File: src/rtl/hazard_scheduler.sv
// Scoreboard-based hazard scheduler for a non-forwarding 5-stage pipeline.
//
// Tracks in-flight register writes with one down-counter per architectural
// register and raises RAW stalls on the ID-stage sources. It also sequences
// control flushes after an EX-stage redirect.
//
// Optional feature macro: HAZARD_STALL_STATS_EN adds the stall statistics
// counters data_stall_cnt_o / ctrl_stall_cnt_o.
//
// Ports:
//   clk_i            clock
//   rst_i            synchronous active-high reset
//   id_valid_i       ID stage holds a valid instruction
//   id_rs1_i/_use_i  ID source 1 and its read enable
//   id_rs2_i/_use_i  ID source 2 and its read enable
//   id_rd_i          ID destination register
//   id_rd_wren_i     instruction writes rd
//   ex_redirect_i    EX redirected the PC this cycle
//   hazard_op_o      0 none, 1 data stall, 2 control flush
//   issue_o          ID instruction advances into EX this cycle
//   busy_o           at least one scoreboard entry is non-zero
//   data_stall_cnt_o cycles with hazard_op_o==1 (HAZARD_STALL_STATS_EN only)
//   ctrl_stall_cnt_o cycles with hazard_op_o==2 (HAZARD_STALL_STATS_EN only)
module hazard_scheduler #(
  parameter int unsigned WB_DIST      = 3,
  parameter int unsigned FLUSH_CYCLES = 1,
  parameter int unsigned RF_WR_FIRST  = 1
) (
  input  logic        clk_i,
  input  logic        rst_i,
  input  logic        id_valid_i,
  input  logic [4:0]  id_rs1_i,
  input  logic        id_rs1_use_i,
  input  logic [4:0]  id_rs2_i,
  input  logic        id_rs2_use_i,
  input  logic [4:0]  id_rd_i,
  input  logic        id_rd_wren_i,
  input  logic        ex_redirect_i,
  output logic [1:0]  hazard_op_o,
  output logic        issue_o,
`ifdef HAZARD_STALL_STATS_EN
  output logic [31:0] data_stall_cnt_o,
  output logic [31:0] ctrl_stall_cnt_o,
`endif
  output logic        busy_o
);

  localparam int unsigned CntW = $clog2(WB_DIST + 1);
  localparam logic [CntW-1:0] LoadVal = CntW'(WB_DIST);
  // With write-before-read RF, a producer one cycle from WB is already readable.
  localparam logic [CntW-1:0] Thresh = CntW'(RF_WR_FIRST != 0);
  localparam logic [2:0] FlushInit = 3'(FLUSH_CYCLES - 1);

  typedef enum logic [1:0] {StRun, StDstall, StFlush} state_e;

  state_e          state_q, state_d;
  logic [2:0]      flush_cnt_q, flush_cnt_d;
  logic [CntW-1:0] sb_q [32];
  logic [CntW-1:0] sb_d [32];

  logic rs1_haz, rs2_haz, data_haz, any_busy;

  // Zero-cycle RAW detection on the ID operands; x0 is never a hazard.
  assign rs1_haz  = id_rs1_use_i && (id_rs1_i != 5'd0) && (sb_q[id_rs1_i] > Thresh);
  assign rs2_haz  = id_rs2_use_i && (id_rs2_i != 5'd0) && (sb_q[id_rs2_i] > Thresh);
  assign data_haz = id_valid_i && (rs1_haz || rs2_haz);

  always_comb begin
    any_busy = 1'b0;
    for (int i = 1; i < 32; i++) begin
      if (sb_q[i] != '0) any_busy = 1'b1;
    end
  end

  // Control beats data; outputs are forced quiet while reset is asserted.
  always_comb begin
    hazard_op_o = 2'd0;
    if (!rst_i) begin
      if (state_q == StFlush || ex_redirect_i) begin
        hazard_op_o = 2'd2;
      end else if (data_haz) begin
        hazard_op_o = 2'd1;
      end
    end
  end

  assign issue_o = !rst_i && id_valid_i && (hazard_op_o == 2'd0);
  assign busy_o  = !rst_i && any_busy;

  // Load on issue overrides the per-cycle decrement.
  always_comb begin
    for (int i = 0; i < 32; i++) begin
      sb_d[i] = (sb_q[i] != '0) ? sb_q[i] - 1'b1 : '0;
      if (i != 0 && issue_o && id_rd_wren_i && id_rd_i == 5'(i)) begin
        sb_d[i] = LoadVal;
      end
    end
    sb_d[0] = '0;
  end

  always_comb begin
    state_d     = state_q;
    flush_cnt_d = flush_cnt_q;
    unique case (state_q)
      StRun, StDstall: begin
        if (ex_redirect_i) begin
          flush_cnt_d = FlushInit;
          state_d     = (FLUSH_CYCLES > 1) ? StFlush : StRun;
        end else if (data_haz) begin
          state_d = StDstall;
        end else begin
          state_d = StRun;
        end
      end
      StFlush: begin
        if (ex_redirect_i) begin
          flush_cnt_d = FlushInit;
          state_d     = (FLUSH_CYCLES > 1) ? StFlush : StRun;
        end else begin
          flush_cnt_d = (flush_cnt_q != 3'd0) ? flush_cnt_q - 3'd1 : 3'd0;
          if (flush_cnt_q <= 3'd1) state_d = StRun;
        end
      end
      default: begin
        state_d     = StRun;
        flush_cnt_d = 3'd0;
      end
    endcase
  end

  always_ff @(posedge clk_i) begin
    if (rst_i) begin
      state_q     <= StRun;
      flush_cnt_q <= 3'd0;
      for (int i = 0; i < 32; i++) sb_q[i] <= '0;
    end else begin
      state_q     <= state_d;
      flush_cnt_q <= flush_cnt_d;
      for (int i = 0; i < 32; i++) sb_q[i] <= sb_d[i];
    end
  end

`ifdef HAZARD_STALL_STATS_EN
  logic [31:0] data_cnt_q, ctrl_cnt_q;

  always_ff @(posedge clk_i) begin
    if (rst_i) begin
      data_cnt_q <= 32'd0;
      ctrl_cnt_q <= 32'd0;
    end else begin
      if (hazard_op_o == 2'd1) data_cnt_q <= data_cnt_q + 32'd1;
      if (hazard_op_o == 2'd2) ctrl_cnt_q <= ctrl_cnt_q + 32'd1;
    end
  end

  assign data_stall_cnt_o = data_cnt_q;
  assign ctrl_stall_cnt_o = ctrl_cnt_q;
`endif

endmodule

File: config.mk
export PLATFORM = sky130hd
export DESIGN_NAME = hazard_scheduler
export DESIGN_NICKNAME = d
export VERILOG_FILES = /design/src/rtl/hazard_scheduler.sv
export SDC_FILE = /design/constraint.sdc
export NUM_CORES = 1
export LEC_CHECK = 0
export CAP_MARGIN = 5
export CORE_MARGIN = 8
export CORE_UTILIZATION = 24
export DETAILED_ROUTE_END_ITERATION = 8
export REMOVE_ABC_BUFFERS = 1
export SETUP_SLACK_MARGIN = 0.5
export SLEW_MARGIN = 40
export SYNTH_ARGS = -nofsm -noshare
export SYNTH_HDL_FRONTEND = slang
export SYNTH_SLANG_ARGS = --single-unit
export TNS_END_PERCENT = 10
File: constraint.sdc
create_clock -name clk_i -period 2.3 [get_ports clk_i]
set_input_delay 0.23 -clock clk_i [delete_from_list [all_inputs] [get_ports clk_i]]
set_output_delay 0.23 -clock clk_i [all_outputs]
set_load 0.01 [all_outputs]
Word level (Yosys, flattened, before mapping)
Memory sizes are Yosys's and may differ from the RTL's.
Cells that the tools add are included.
W data, S select, Z words.
- bits in registers: 5
- bits in latches: 0
- RAM bits: 64
- ROM bits: 0
- output and inout port bits: 4
- word-level logic and storage cells: 324
- memories: 1
- memory list (name ; depth ; width ; read ports ; clocked after Yosys merged registers in ; write ports ; RTL line ; RTL):
    sb_q ; 32 ; 2 ; 33 ; 0 ; 32 ; 58 ; logic [CntW-1:0] sb_q [32];
- add/sub/neg operators: 32
- multiply operators: 0
- div/mod/pow operators: 0
- order comparisons: 3
- eq/ne operators: 35
- shift-type cells: 0
- mux-type cells: 139
- bitwise operators: 32
- reduce and logical (&&, ||, !) cells: 80
- operators by type and width (cell ; number):
    $mux W2 ; 98
    $eq A5 B5 Y1 const B ; 16
    $reduce_bool A2 Y1 ; 31
    $sub A2 B1 Y2 const B ; 31
    $eq A5 B4 Y1 const B ; 8
    $logic_and A1 B1 Y1 ; 40
    $mux W1 ; 36
    $or A1 B1 Y1 ; 32
    $eq A5 B3 Y1 const B ; 4
    $eq A5 B2 Y1 const B ; 2
    $reduce_bool A5 Y1 ; 2
    $mux W3 ; 3
    $pmux W3 S2 ; 1
    $eq A5 B1 Y1 const B ; 1
    $gt A2 B1 Y1 const B ; 2
    $logic_not A2 Y1 ; 2
    $pmux W2 S2 ; 1
    $le A3 B1 Y1 const B ; 1
    $ne A3 B2 Y1 const B ; 1
    $reduce_bool A3 Y1 ; 1
    $sub A3 B1 Y3 const B ; 1
    $eq A2 B1 Y1 const B ; 1
    $eq A2 B2 Y1 const B ; 1
    $logic_or A1 B1 Y1 ; 2
    3 further kinds ; 3

Logic depth before layout (Yosys ltp)
An unclocked memory read counts as a cell.
- depth in word-level cells: 34
- depth in mapped cells: 9
- gate-level depth less buffers: 6

Worst setup path before layout
OpenSTA, ideal clock, no wires.
- kind: input to output
- start point: in id_rs2_i[0]
- end point: out issue_o
- arrival time: 1.977 ns
- required time: 2.070 ns
- setup slack: 0.093 ns
- stages on the path: 8
- path buffers: 3
- cells stage by stage: buf_6 mux4_1 mux4_2 nor2_4 o21bai_4 buf_6 buf_6 inv_1
- longest elaborated chain between the ends: 10
- elaborated cells between the ends (all ways): 12
- classes of those cells: 1 x order compare; 3 x mux; 7 x reduce/logical; 1 x memory
- ends and longest elaborated chain (what ; RTL line ; RTL):
    start: declaration ; 34 ; input logic [4:0] id_rs2_i,
    $mem_v2 Z32 W2 / $reduce_bool A5 Y1 (equally long branches) ; - ;
    $gt A2 B1 Y1 / $logic_and A1 B1 Y1 (equally long branches) ; 65 ; assign rs2_haz = id_rs2_use_i && (id_rs2_i != 5'd0) && (sb_q[id_rs2_i] > Thresh);
    $logic_and A1 B1 Y1 (*) ; 65 ;
    $logic_or A1 B1 Y1 (*) ; 66 ; assign data_haz = id_valid_i && (rs1_haz || rs2_haz);
    $logic_and A1 B1 Y1 (*) ; 66 ;
    $mux W1 (*) ; 81 ; end else if (data_haz) begin
    $mux W2 (*) ; 79 ; if (state_q == StFlush || ex_redirect_i) begin
    $mux W2 (*) ; 78 ; if (!rst_i) begin
    $logic_not A2 Y1 (*) ; 87 ; assign issue_o = !rst_i && id_valid_i && (hazard_op_o == 2'd0);
    $logic_and A1 B1 Y1 (*) ; 87 ;
    end: declaration ; 40 ; output logic issue_o,
Every way passes the cells marked *; elsewhere a longest branch is shown, timed or not.

==> summary.txt <==
Finish
  – Flip-flop and latch area: 1255 sq um
  – Area delta synth->final: 45.07%
  – Fin util: 35.31%
  – Filler cell count: 1316
  – Share of cells above drive strength 1: 40.53%
  – Antenna cells: 0
  – Largest regs: sb_q: 62 flops
  – Area of the multi-input gates: 1998 sq um
  – Fin nets: 429
  – Most flop-heavy register: sb_q
  – Number of flip-flops in the largest register: 62

Synthesis
  – Synth warn: 0
  – Top-count cell post-synth: dfxtp_1
  – Cells after Synth: about 330
  – Netlist cell types: 42
  – Post-synth EDFFs: 0
  – Proportion of synthesized chip area in sequential cells: 38.81%
  – Post-synth top area cell: dfxtp_1
  – Top FF cell, synth: dfxtp_1
  – Synth top area cells: dfxtp_1, or3b_2, mux4_2, nand3b_1, o21ai_0
  – Post-synthesis async set-or-reset flop share: 0%
  – Avg Cell Area, Syn: 9.575 sq um
  – Post-Syn Area: 3198 sq um
  – Top-area cell type share of the netlist area: 38.81%
  – Top cells by count, synth: dfxtp_1, nand2_1, o21ai_0
  – #FFs+latches synth: between 60 and 70

Clock network
  – # clock sinks: 62
  – H-tree levels: 3
  – CTS tree: yes
  – Worst-path clk slew: 0.05 ns
  – Post-CTS Hold Fix Bufs: 0
  – CTS root buf: clkbuf_16
  – Worst-Skew Late Latency: 0.33 ns
  – Num CTS Buffers: 9
  – Max Buffers Root-to-Sink: 2

Power
  – P per Cell Area: 648.5 nW/um^2
  – Switch share: 20.54%
  – Sequential Power Share: 35.8%
  – Clock Power Share: between 50 and 60%
  – Pleak: 0.001677 uW
  – Total power: approximately 3000 uW
  – Pint: 2391 uW
  – Combinational power share: 8.0%
  – Net Switching: 617.8 uW
  – Peak supply drop: 0.2920 mV

Floorplan
  – Initial Utilization: 24.34%
  – Die height: 131.4 um
  – Die width: 131.4 um
  – Std-Cell Rows: 42
  – Die area: 17280 sq um
  – I/O pin count: 26
  – Placeable Area: around 13000 sq um

Hold path
  – Worst hold start: sb_q[15][0]$_SDFF_PP0_
  – Hold depth: 1
  – HP Class: reg -> reg
  – Hold Path Sink: sb_q[15][0]$_SDFF_PP0_

Timing
  – RSZ-0062 raised after global routing: true
  – Slew headroom: 54.60%
  – Period minus WS final: roughly 2.4 ns
  – Hold WS: 0.4673 ns
  – Final setup margin: -0.08953 ns
  – Final worst-path cycle share: 103.9%
  – Max-slew violations: 0
  – Setup Skew: 0.009164 ns
  – Fmax: 418.5 MHz
  – Endpoints failing setup: 14
  – Hold Vio Cnt, Final: 0
  – Setup tns final: -0.3491 ns
  – Worst slew pin tran: 0.6758 ns

Worst setup path
  – Arrival time worst endpoint: 2.61 ns
  – Critical path origin: sb_q[21][1]$_SDFF_PP0_
  – Worst reg2reg setup slack: -0.09 ns
  – Worst R2R End: sb_q[9][0]$_SDFF_PP0_
  – Crit. End Element: register
  – Critical setup path kind: reg -> reg
  – Reg2reg path depth: 10
  – Beginning of the worst register-to-register path: sb_q[21][1]$_SDFF_PP0_
  – Startpoint types: register
  – Crit Path Max Fanout: 29
  – CP required: about 2.5 ns

GRT
  – First-pass GRT wire length: between 15000 and 20000 um
  – Largest net degree at the start of global routing: 73
  – Vias in the first global route: 2973
  – GRT Util Overall: between 10% and 20%
  – Initial antenna violation count: 0
  – Grt total ovfl: 0

Status
  – Status: complete, but fails checks
  – Failing checks: setup timing

Route
  – 1st-iter DRT viols: 322
  – Vias post-DR: 2981
  – WL per Instance: 17.92 um
  – Remaining DRCs: 0
  – Pre-antenna DRT Iters: 4
  – DRT antenna net count: 0
  – Vias per cell: 5.070
  – DRT Wirelength: 10540 um

Place
  – I/O Buffers: 25
  – Gpl congestion: 0.8307
  – Post-DP HPWL: 7630 um
  – Pre-CTS setup slack: -0.7204 ns

Job
  – Max Cap Violations: 0
what timing repair did:
item | in CTS | in global routing
pin swaps | 14 | 6
buffers inserted | 3 | 3
endpoints found under the hold margin | 0 | 0
cloned | 1 | 1
endpoints found under the setup margin | 65 | 65
gates resized for setup | 47 | 29
layer usage:
layer | wire (um) | global-route usage [%]
met3 | 691 | 3.430
met2 | 4902 | 18.72
met4 | 211 | 4.595
met5 | 0 | 0
met1 | 4734 | 14.94
layout make-up:
| cell class | instances | share of cell area (%) |
|---|---|---|
| Timing Repair Buffer | 82 | 16.32 |
| Inverter | 10 | 0.8091 |
| Tap cell | 176 | 4.746 |
| Sequential cell | 62 | 27.05 |
| Clock buffer | 10 | 5.151 |
| Clock inverter | 6 | 2.859 |
| Multi-Input combinational cell | 242 | 43.07 |
through the flow:
stage / instances / instance area (sq um)
4_1_cts: 584 / 4483
6_report: 588 / 4639
3_5_place_dp: 564 / 3944
2_1_floorplan: 314 / 3085
5_1_grt: 588 / 4639
3_3_place_gp: 564 / 3944
cells by family after synthesis:
| kind of cell | count (synthesis) | share of synthesized area, % |
|---|---|---|
| AOI/OAI and AO/OA | 78 | 17.10 |
| buffers and inverters | 30 | 4.695 |
| and+or+nand+nor | 142 | 27.66 |
| DFF | 62 | 38.81 |
| muxes | 22 | 11.74 |
how the worst max path moves through the flow:
stage / endpoint / slack (ns) / cells past startpoint
2_1_floorplan: issue_o / 0.18 / 5
3_3_place_gp: issue_o / -0.70 / 8
3_5_place_dp: issue_o / -0.72 / 8
4_1_cts: issue_o / -0.1 / 7
5_1_grt: sb_q[9][0]$_SDFF_PP0_ / -0.15 / 8
6_report: sb_q[9][0]$_SDFF_PP0_ / -0.09 / 10
cells in the final DEF (no fill, tap or decap), drive strengths merged, types with 3 or more instances in the layout:
cell type and count:
bufinv 4, or2 5, nand3b 24, mux2i 3, o21ai 32, nor3 3, o22ai 9, o32ai 8
nand4 4, nor2 11, dfxtp 62, or3b 25, buf 59, nand2 32, nand2b 10, nor4 16
inv 10, or4 4, mux4 11, o31ai 12, mux2 8, dlygate4sd2 3, clkdlybuf4s50 17, clkbuf 12
o41ai 4, or3 3
power groups by stage:
stage / combinational, uW / clock, uW / sequential (uW)
after floorplan: 77.2 / 0 / 1100
after global placement: 206 / 0 / 1100
after detailed placement: 209 / 0 / 1100
after CTS: 225 / 1700 / 1080
after global routing: 258 / 1760 / 1080
final: 241 / 1690 / 1080
worst max-delay path: stages, from the launching register on:
cell and delay [ns]:
dfxtp_1 0.34, mux4_2 0.47, o22ai_1 0.17, o22ai_1 0.09
o221ai_1 0.21, buf_4 0.17, buf_12 0.09, o21bai_4 0.09
buf_4 0.15, clkbuf_16 0.19, o31ai_1 0.30
Power figures use the tool's default switching activity.
